--- config.mk ---
export PLATFORM = sky130hd
export DESIGN_NAME = txt_mem_arbiter
export DESIGN_NICKNAME = d
export VERILOG_FILES = /design/src/rtl/txt_pkg.sv /design/src/rtl/txt_wr_fifo.sv /design/src/rtl/txt_mem_arbiter.sv
export SDC_FILE = /design/constraint.sdc
export NUM_CORES = 1
export LEC_CHECK = 0
export ABC_CLOCK_PERIOD_IN_PS = 3600
export BUFFER_PORTS_ARGS = -buffer_cell sky130_fd_sc_hd__buf_2
export CORE_ASPECT_RATIO = 1.4
export CORE_MARGIN = 8
export CORE_UTILIZATION = 30
export DETAILED_ROUTE_END_ITERATION = 7
export PLACE_DENSITY = 0.44
export SLEW_MARGIN = 30
export SYNTH_ARGS = -nofsm -noshare
export SYNTH_HDL_FRONTEND = slang
export SYNTH_SLANG_ARGS = --single-unit
export TNS_END_PERCENT = 1
--- constraint.sdc ---
create_clock -name clk -period 3.6 [get_ports clk]
set_input_delay 0 -clock clk [delete_from_list [all_inputs] [get_ports clk]]
set_output_delay 0 -clock clk [all_outputs]
set_load 0.05 [all_outputs]
--- src/rtl/txt_pkg.sv ---
// Shared constants, clear-FSM state and CPU write-entry layout for the text memory arbiter.
package txt_pkg;
  localparam int TXT_COLS   = 40;
  localparam int TXT_ROWS   = 30;
  localparam int TXT_CHARS  = TXT_COLS * TXT_ROWS;
  localparam int TXT_ADDR_W = 12;
  localparam int TXT_DATA_W = 8;

  typedef enum logic {
    CLR_IDLE,
    CLR_CLEAR
  } clr_state_t;

  typedef struct packed {
    logic [TXT_ADDR_W-1:0] addr;
    logic [TXT_DATA_W-1:0] data;
  } wr_ent_t;
endpackage

--- src/rtl/txt_wr_fifo.sv ---
// Synchronous FIFO for buffered CPU character writes.
// Latency: pushed entry visible at head the next cycle.
// Backpressure: caller must not push when full nor pop when empty.
module txt_wr_fifo #(
  parameter int WIDTH = 20,
  parameter int DEPTH = 4
) (
  input  logic             clk,
  input  logic             reset,
  input  logic             push,
  input  logic [WIDTH-1:0] push_dat,
  input  logic             pop,
  output logic [WIDTH-1:0] head_dat,
  output logic             full,
  output logic             empty
);
  localparam int PTR_W = $clog2(DEPTH);

  logic [WIDTH-1:0] mem [DEPTH];
  logic [PTR_W-1:0] wr_ptr, rd_ptr;
  logic [PTR_W:0]   count;

  always_ff @(posedge clk) begin
    if (reset) begin
      wr_ptr <= '0;
      rd_ptr <= '0;
      count  <= '0;
    end else begin
      if (push) wr_ptr <= wr_ptr + PTR_W'(1);
      if (pop)  rd_ptr <= rd_ptr + PTR_W'(1);
      case ({push, pop})
        2'b10:   count <= count + (PTR_W+1)'(1);
        2'b01:   count <= count - (PTR_W+1)'(1);
        default: count <= count;
      endcase
    end
  end

  // Storage carries no reset so it can map onto plain register-file cells.
  always_ff @(posedge clk) begin
    if (push) mem[wr_ptr] <= push_dat;
  end

  assign head_dat = mem[rd_ptr];
  assign full     = (count == (PTR_W+1)'(DEPTH));
  assign empty    = (count == '0);
endmodule

--- src/rtl/txt_mem_arbiter.sv ---
// Arbitrates the single-port text memory between renderer fetch, clear sequencer and CPU write FIFO.
// Latency: grant -> mem_* next cycle; gpu_req -> gpu_valid exactly 2 cycles later.
// Backpressure: cpu_wr_ready low when FIFO full or clearing; renderer is never stalled.
module txt_mem_arbiter
  import txt_pkg::*;
#(
  parameter int COLS       = TXT_COLS,
  parameter int ROWS       = TXT_ROWS,
  parameter int FIFO_DEPTH = 4
) (
  input  logic                  clk,
  input  logic                  reset,
  input  logic                  gpu_req,
  input  logic [TXT_ADDR_W-1:0] gpu_addr,
  output logic [TXT_DATA_W-1:0] gpu_data,
  output logic                  gpu_valid,
  input  logic                  cpu_wr_valid,
  output logic                  cpu_wr_ready,
  input  logic [TXT_ADDR_W-1:0] cpu_wr_addr,
  input  logic [TXT_DATA_W-1:0] cpu_wr_data,
  output logic                  cpu_oor,
  input  logic                  clr_start,
  input  logic [TXT_DATA_W-1:0] clr_char,
  output logic                  clr_busy,
  output logic                  mem_en,
  output logic                  mem_we,
  output logic [TXT_ADDR_W-1:0] mem_addr,
  output logic [TXT_DATA_W-1:0] mem_wdata,
  input  logic [TXT_DATA_W-1:0] mem_rdata
);
  localparam logic [TXT_ADDR_W-1:0] ADDR_LIMIT = TXT_ADDR_W'(COLS * ROWS);
  localparam logic [TXT_ADDR_W-1:0] LAST_ADDR  = TXT_ADDR_W'(COLS * ROWS - 1);

  clr_state_t            state, state_nxt;
  logic [TXT_ADDR_W-1:0] clr_cnt;
  logic [TXT_DATA_W-1:0] clr_fill;
  logic                  fifo_full, fifo_empty, fifo_push, fifo_pop;
  wr_ent_t               fifo_in, fifo_head;
  logic                  gnt_clr, gnt_fifo, head_oor, rd_issue;
  logic [TXT_DATA_W-1:0] gpu_data_hold;

  // Ready looks only at registered occupancy, so a pop cannot reopen a full FIFO that cycle.
  assign cpu_wr_ready = !fifo_full && !clr_busy;
  assign fifo_push    = cpu_wr_valid && cpu_wr_ready;
  assign fifo_in      = {cpu_wr_addr, cpu_wr_data};
  assign gnt_clr      = clr_busy && !gpu_req;
  assign gnt_fifo     = !gpu_req && !clr_busy && !fifo_empty;
  assign fifo_pop     = gnt_fifo;
  assign head_oor     = (fifo_head.addr >= ADDR_LIMIT);

  txt_wr_fifo #(
    .WIDTH ($bits(wr_ent_t)),
    .DEPTH (FIFO_DEPTH)
  ) u_wr_fifo (
    .clk      (clk),
    .reset    (reset),
    .push     (fifo_push),
    .push_dat (fifo_in),
    .pop      (fifo_pop),
    .head_dat (fifo_head),
    .full     (fifo_full),
    .empty    (fifo_empty)
  );

  always_ff @(posedge clk) begin
    if (reset) state <= CLR_IDLE;
    else       state <= state_nxt;
  end

  always_comb begin
    state_nxt = state;
    case (state)
      CLR_IDLE:  if (clr_start) state_nxt = CLR_CLEAR;
      CLR_CLEAR: if (gnt_clr && clr_cnt == LAST_ADDR) state_nxt = CLR_IDLE;
      default:   state_nxt = CLR_IDLE;
    endcase
  end

  always_comb begin
    clr_busy = (state == CLR_CLEAR);
  end

  always_ff @(posedge clk) begin
    if (reset) begin
      clr_cnt  <= '0;
      clr_fill <= '0;
    end else if (state == CLR_IDLE && clr_start) begin
      clr_cnt  <= '0;
      clr_fill <= clr_char;
    end else if (gnt_clr) begin
      clr_cnt  <= clr_cnt + TXT_ADDR_W'(1);
    end
  end

  always_ff @(posedge clk) begin
    if (reset) begin
      mem_en        <= 1'b0;
      mem_we        <= 1'b0;
      mem_addr      <= '0;
      mem_wdata     <= '0;
      cpu_oor       <= 1'b0;
      rd_issue      <= 1'b0;
      gpu_valid     <= 1'b0;
      gpu_data_hold <= '0;
    end else begin
      mem_en   <= 1'b0;
      mem_we   <= 1'b0;
      cpu_oor  <= 1'b0;
      rd_issue <= 1'b0;
      if (gpu_req) begin
        mem_en   <= 1'b1;
        mem_addr <= gpu_addr;
        rd_issue <= 1'b1;
      end else if (gnt_clr) begin
        mem_en    <= 1'b1;
        mem_we    <= 1'b1;
        mem_addr  <= clr_cnt;
        mem_wdata <= clr_fill;
      end else if (gnt_fifo) begin
        if (head_oor) begin
          cpu_oor <= 1'b1;
        end else begin
          mem_en    <= 1'b1;
          mem_we    <= 1'b1;
          mem_addr  <= fifo_head.addr;
          mem_wdata <= fifo_head.data;
        end
      end
      gpu_valid <= rd_issue;
      if (gpu_valid) gpu_data_hold <= mem_rdata;
    end
  end

  // Read data passes straight through on the return cycle, then is held.
  assign gpu_data = gpu_valid ? mem_rdata : gpu_data_hold;
endmodule

==> out/qor.txt <==
status: completed
final wirelength: 13400 um
Yosys reg bits: 143
Rows: 60
Bufs on Longest Clock Path: 2
Final TNS setup: 0 ns
Cells after Synth: 434
P_leak: 2.86 nW
post-synthesis simple-gate area fraction: 0.122
clock skew: 0.00782 ns
die width: 134 um
clock slew at reported path FFs: 0.06 ns
Worst-Skew Late Latency: 0.42 ns
Max Clk Rate: 372 MHz
# setup viols final: 0
crit-path leading delay family: compound AO/OA/AOI/OAI gates
initial antenna violation count: 0
synth top area cells: edfxtp_1, dfxtp_1, mux4_2, mux2i_1, nand2_1
Syn Area/Cell: 13.4 um2
largest family of logic cells by synthesized area: multiplexers
Synth top cells by count: edfxtp_1, dfxtp_1, nand2_1
Ports: 87
Floorplan Core Area: 0.0191 mm2
routed via count: 3747
TritonCTS Buffers: 17
H-tree lvl count: 4
worst vdd ir: 303 uV
fin crit share: 0.747
cell taking the most area after synthesis: edfxtp_1
largest net degree at the start of global routing: 36
vias in the first global route: 4077
Synth cell types: 38
Slew @ Worst Pin: 0.594 ns
CTS tree: built
Area growth syn-to-layout: 30.6%
Mapped Nets: 494
routed len/inst: 16.0 um
Critical Path RT: 3.94 ns
port bufs: 86
Final Hold Viols: 0
Final Max Slew Viols: 0
CP Capture Type: flop
number of clock sinks: 143
Root Buffer: clkbuf_16
share of cells above drive strength 1: 0.265
Cell Area, Placed: 0.00651 mm2
Design Area, Final: 0.00758 mm2
ANT nets after route: 0
Tmin final: 2.69 ns
nets: 633
XOR/XNOR Fraction of Synth Area: 0.0241
Setup Buffers After CTS: 0
cell breakdown of the critical path: mux4_2, a21o_1, a211oi_2, nand3b_1, o211ai_1
post-synthesis compound-gate area fraction: 0.0440
WS Path Type: flop to flop
Worst setup SP type: flop
mux cell area share after synthesis: 0.136
EDFF count, synth: 80
Worst Path Max Fanout: 10
share of the yosys chip area belonging to registers: 0.631
Initial Utilization: 0.303
full die area: 0.0241 mm2
top-count cell post-synth: edfxtp_1
n_diodes: 0
DR vias/cell: 4.49
Crit-path slowest cell: dfxtp_1
ys async rst share: 0
Max-slew headroom: 0.602
Syn. warnings: 0
first-pass GRT wire length: 21800 um
number of iterations in the first detailed-routing pass: 4
RSZ-0062 raised after global routing: false
Min-Delay Path Class: input port to flop
Pwr per Cell Area: 568 mW/mm2
DRC Markers: 0
gp weighted congestion: 0.792
post-DP HPWL: 9510 um
maxcap violations: 0
Synth Flop Type: edfxtp_1
CP bufs+invs: 0
Mapped Area: 0.00581 mm2
GR Util All Layers: 0.116
Slowest Stage Delay on Critical Path: 0.69 ns
share of the synthesized area in the top cell type: 0.414
DRT iter0 DRCs: 207
total congestion overflow: 0
area share of fa/ha/maj cells after synthesis: 0.0164
Worst EP arrival: 3.03 ns
Die Y: 181 um
[what timing repair did]
action,in CTS,in global routing
hold buffers,48,0
gates resized for setup,0,0
endpoints found under the hold margin,108,0
[sequential cells by signal, summed over array words and instances (netlist names), named ones only]
signal            cells
mem_en                1
clr_fill              8
u_wr_fifo.wr_ptr      2
clr_busy              1
mem_wdata             8
u_wr_fifo.mem        80
rd_issue              1
u_wr_fifo.count       3
gpu_valid             1
mem_we                1
clr_cnt              12
cpu_oor               1
u_wr_fifo.rd_ptr      2
mem_addr             12
gpu_data_hold         8
[layout make-up]
class | count | area [um2]
fill | 1833 | 11600
sequential | 143 | 3660
multi-input combinational | 254 | 2000
timing repair buffer | 142 | 971
clock buffer | 18 | 429
tap | 248 | 310
clock inverter | 14 | 159
inverter | 15 | 56.3
[worst register-to-register path, cell delays in order (launching register included)]
cell and delay, ns:
dfxtp_1 0.69, mux4_2 0.61, a21o_1 0.22, a211oi_2 0.49
nand3b_1 0.35, o211ai_1 0.26
[cell families (layout without fill, tap and decap cells)]
logic type	Yosys count	in the layout
and+or+nand+nor	137	137
xor gates and xnor gates	16	16
muxes	53	53
DFF	143	143
adders and majority gates	7	7
AOI/OAI and AO/OA	41	41
buffers and inverters	37	189
[final timing paths]
check / endpoint / depth (start not counted) / slack, ns / from
hold reg to reg: gpu_valid / 1 / 0.45 / rd_issue
hold / removal: mem_addr[11] / 5 / 0.01 / gpu_addr[11]
setup reg to reg: mem_wdata[0] / 5 / 0.91 / flop
setup / recovery: mem_wdata[0] / 5 / 0.91 / flop
[placed cells by master (no fill, tap or decap), drive strengths merged, types with 13 or more instances in the layout]
cell         netlist  layout
clkbuf            19      18
nand2b            27      27
dfxtp             63      63
o21ai             13      13
nor2              23      23
edfxtp            80      80
mux4              20      20
mux2i             25      25
inv               15      19
buf                3      94
nand2             45      45
dlygate4sd3        0      48
[stage by stage]
| stage | hold slack (ns) | worst slack, ns | std cells | total power [mW] | utilization |
|---|---|---|---|---|---|
| 3_5_place_dp | 0.219 | 0.872 | 754 | 2.57 | 0.340 |
| 2_1_floorplan | 0.0989 | 0.518 | 434 | 2.39 | - |
| 4_1_cts | 0.000904 | 0.865 | 834 | 4.38 | 0.396 |
| 3_3_place_gp | 0.212 | 0.898 | 754 | 2.56 | 0.340 |
| 6_report | 0.00971 | 0.910 | 834 | 4.31 | 0.396 |
| 5_1_grt | 0.0697 | 0.653 | 834 | 4.50 | 0.396 |
[power by group]
group | total (mW) | internal, mW | switching, mW
Clock | 1.74 | 1.03 | 0.709
Combinational | 0.682 | 0.284 | 0.398
Sequential | 1.89 | 1.83 | 0.0602
Total | 4.31 | 3.14 | 1.17
[routing by layer]
metal	routed length, um	global-route usage	vias to the layer above
met5	0	0	-
met4	179	0.0460	0
met3	542	0.0332	14
met2	6870	0.199	73
met1	5770	0.131	1824
li1	-	-	1836
Note: power is estimated with default switching activity, not from simulation.
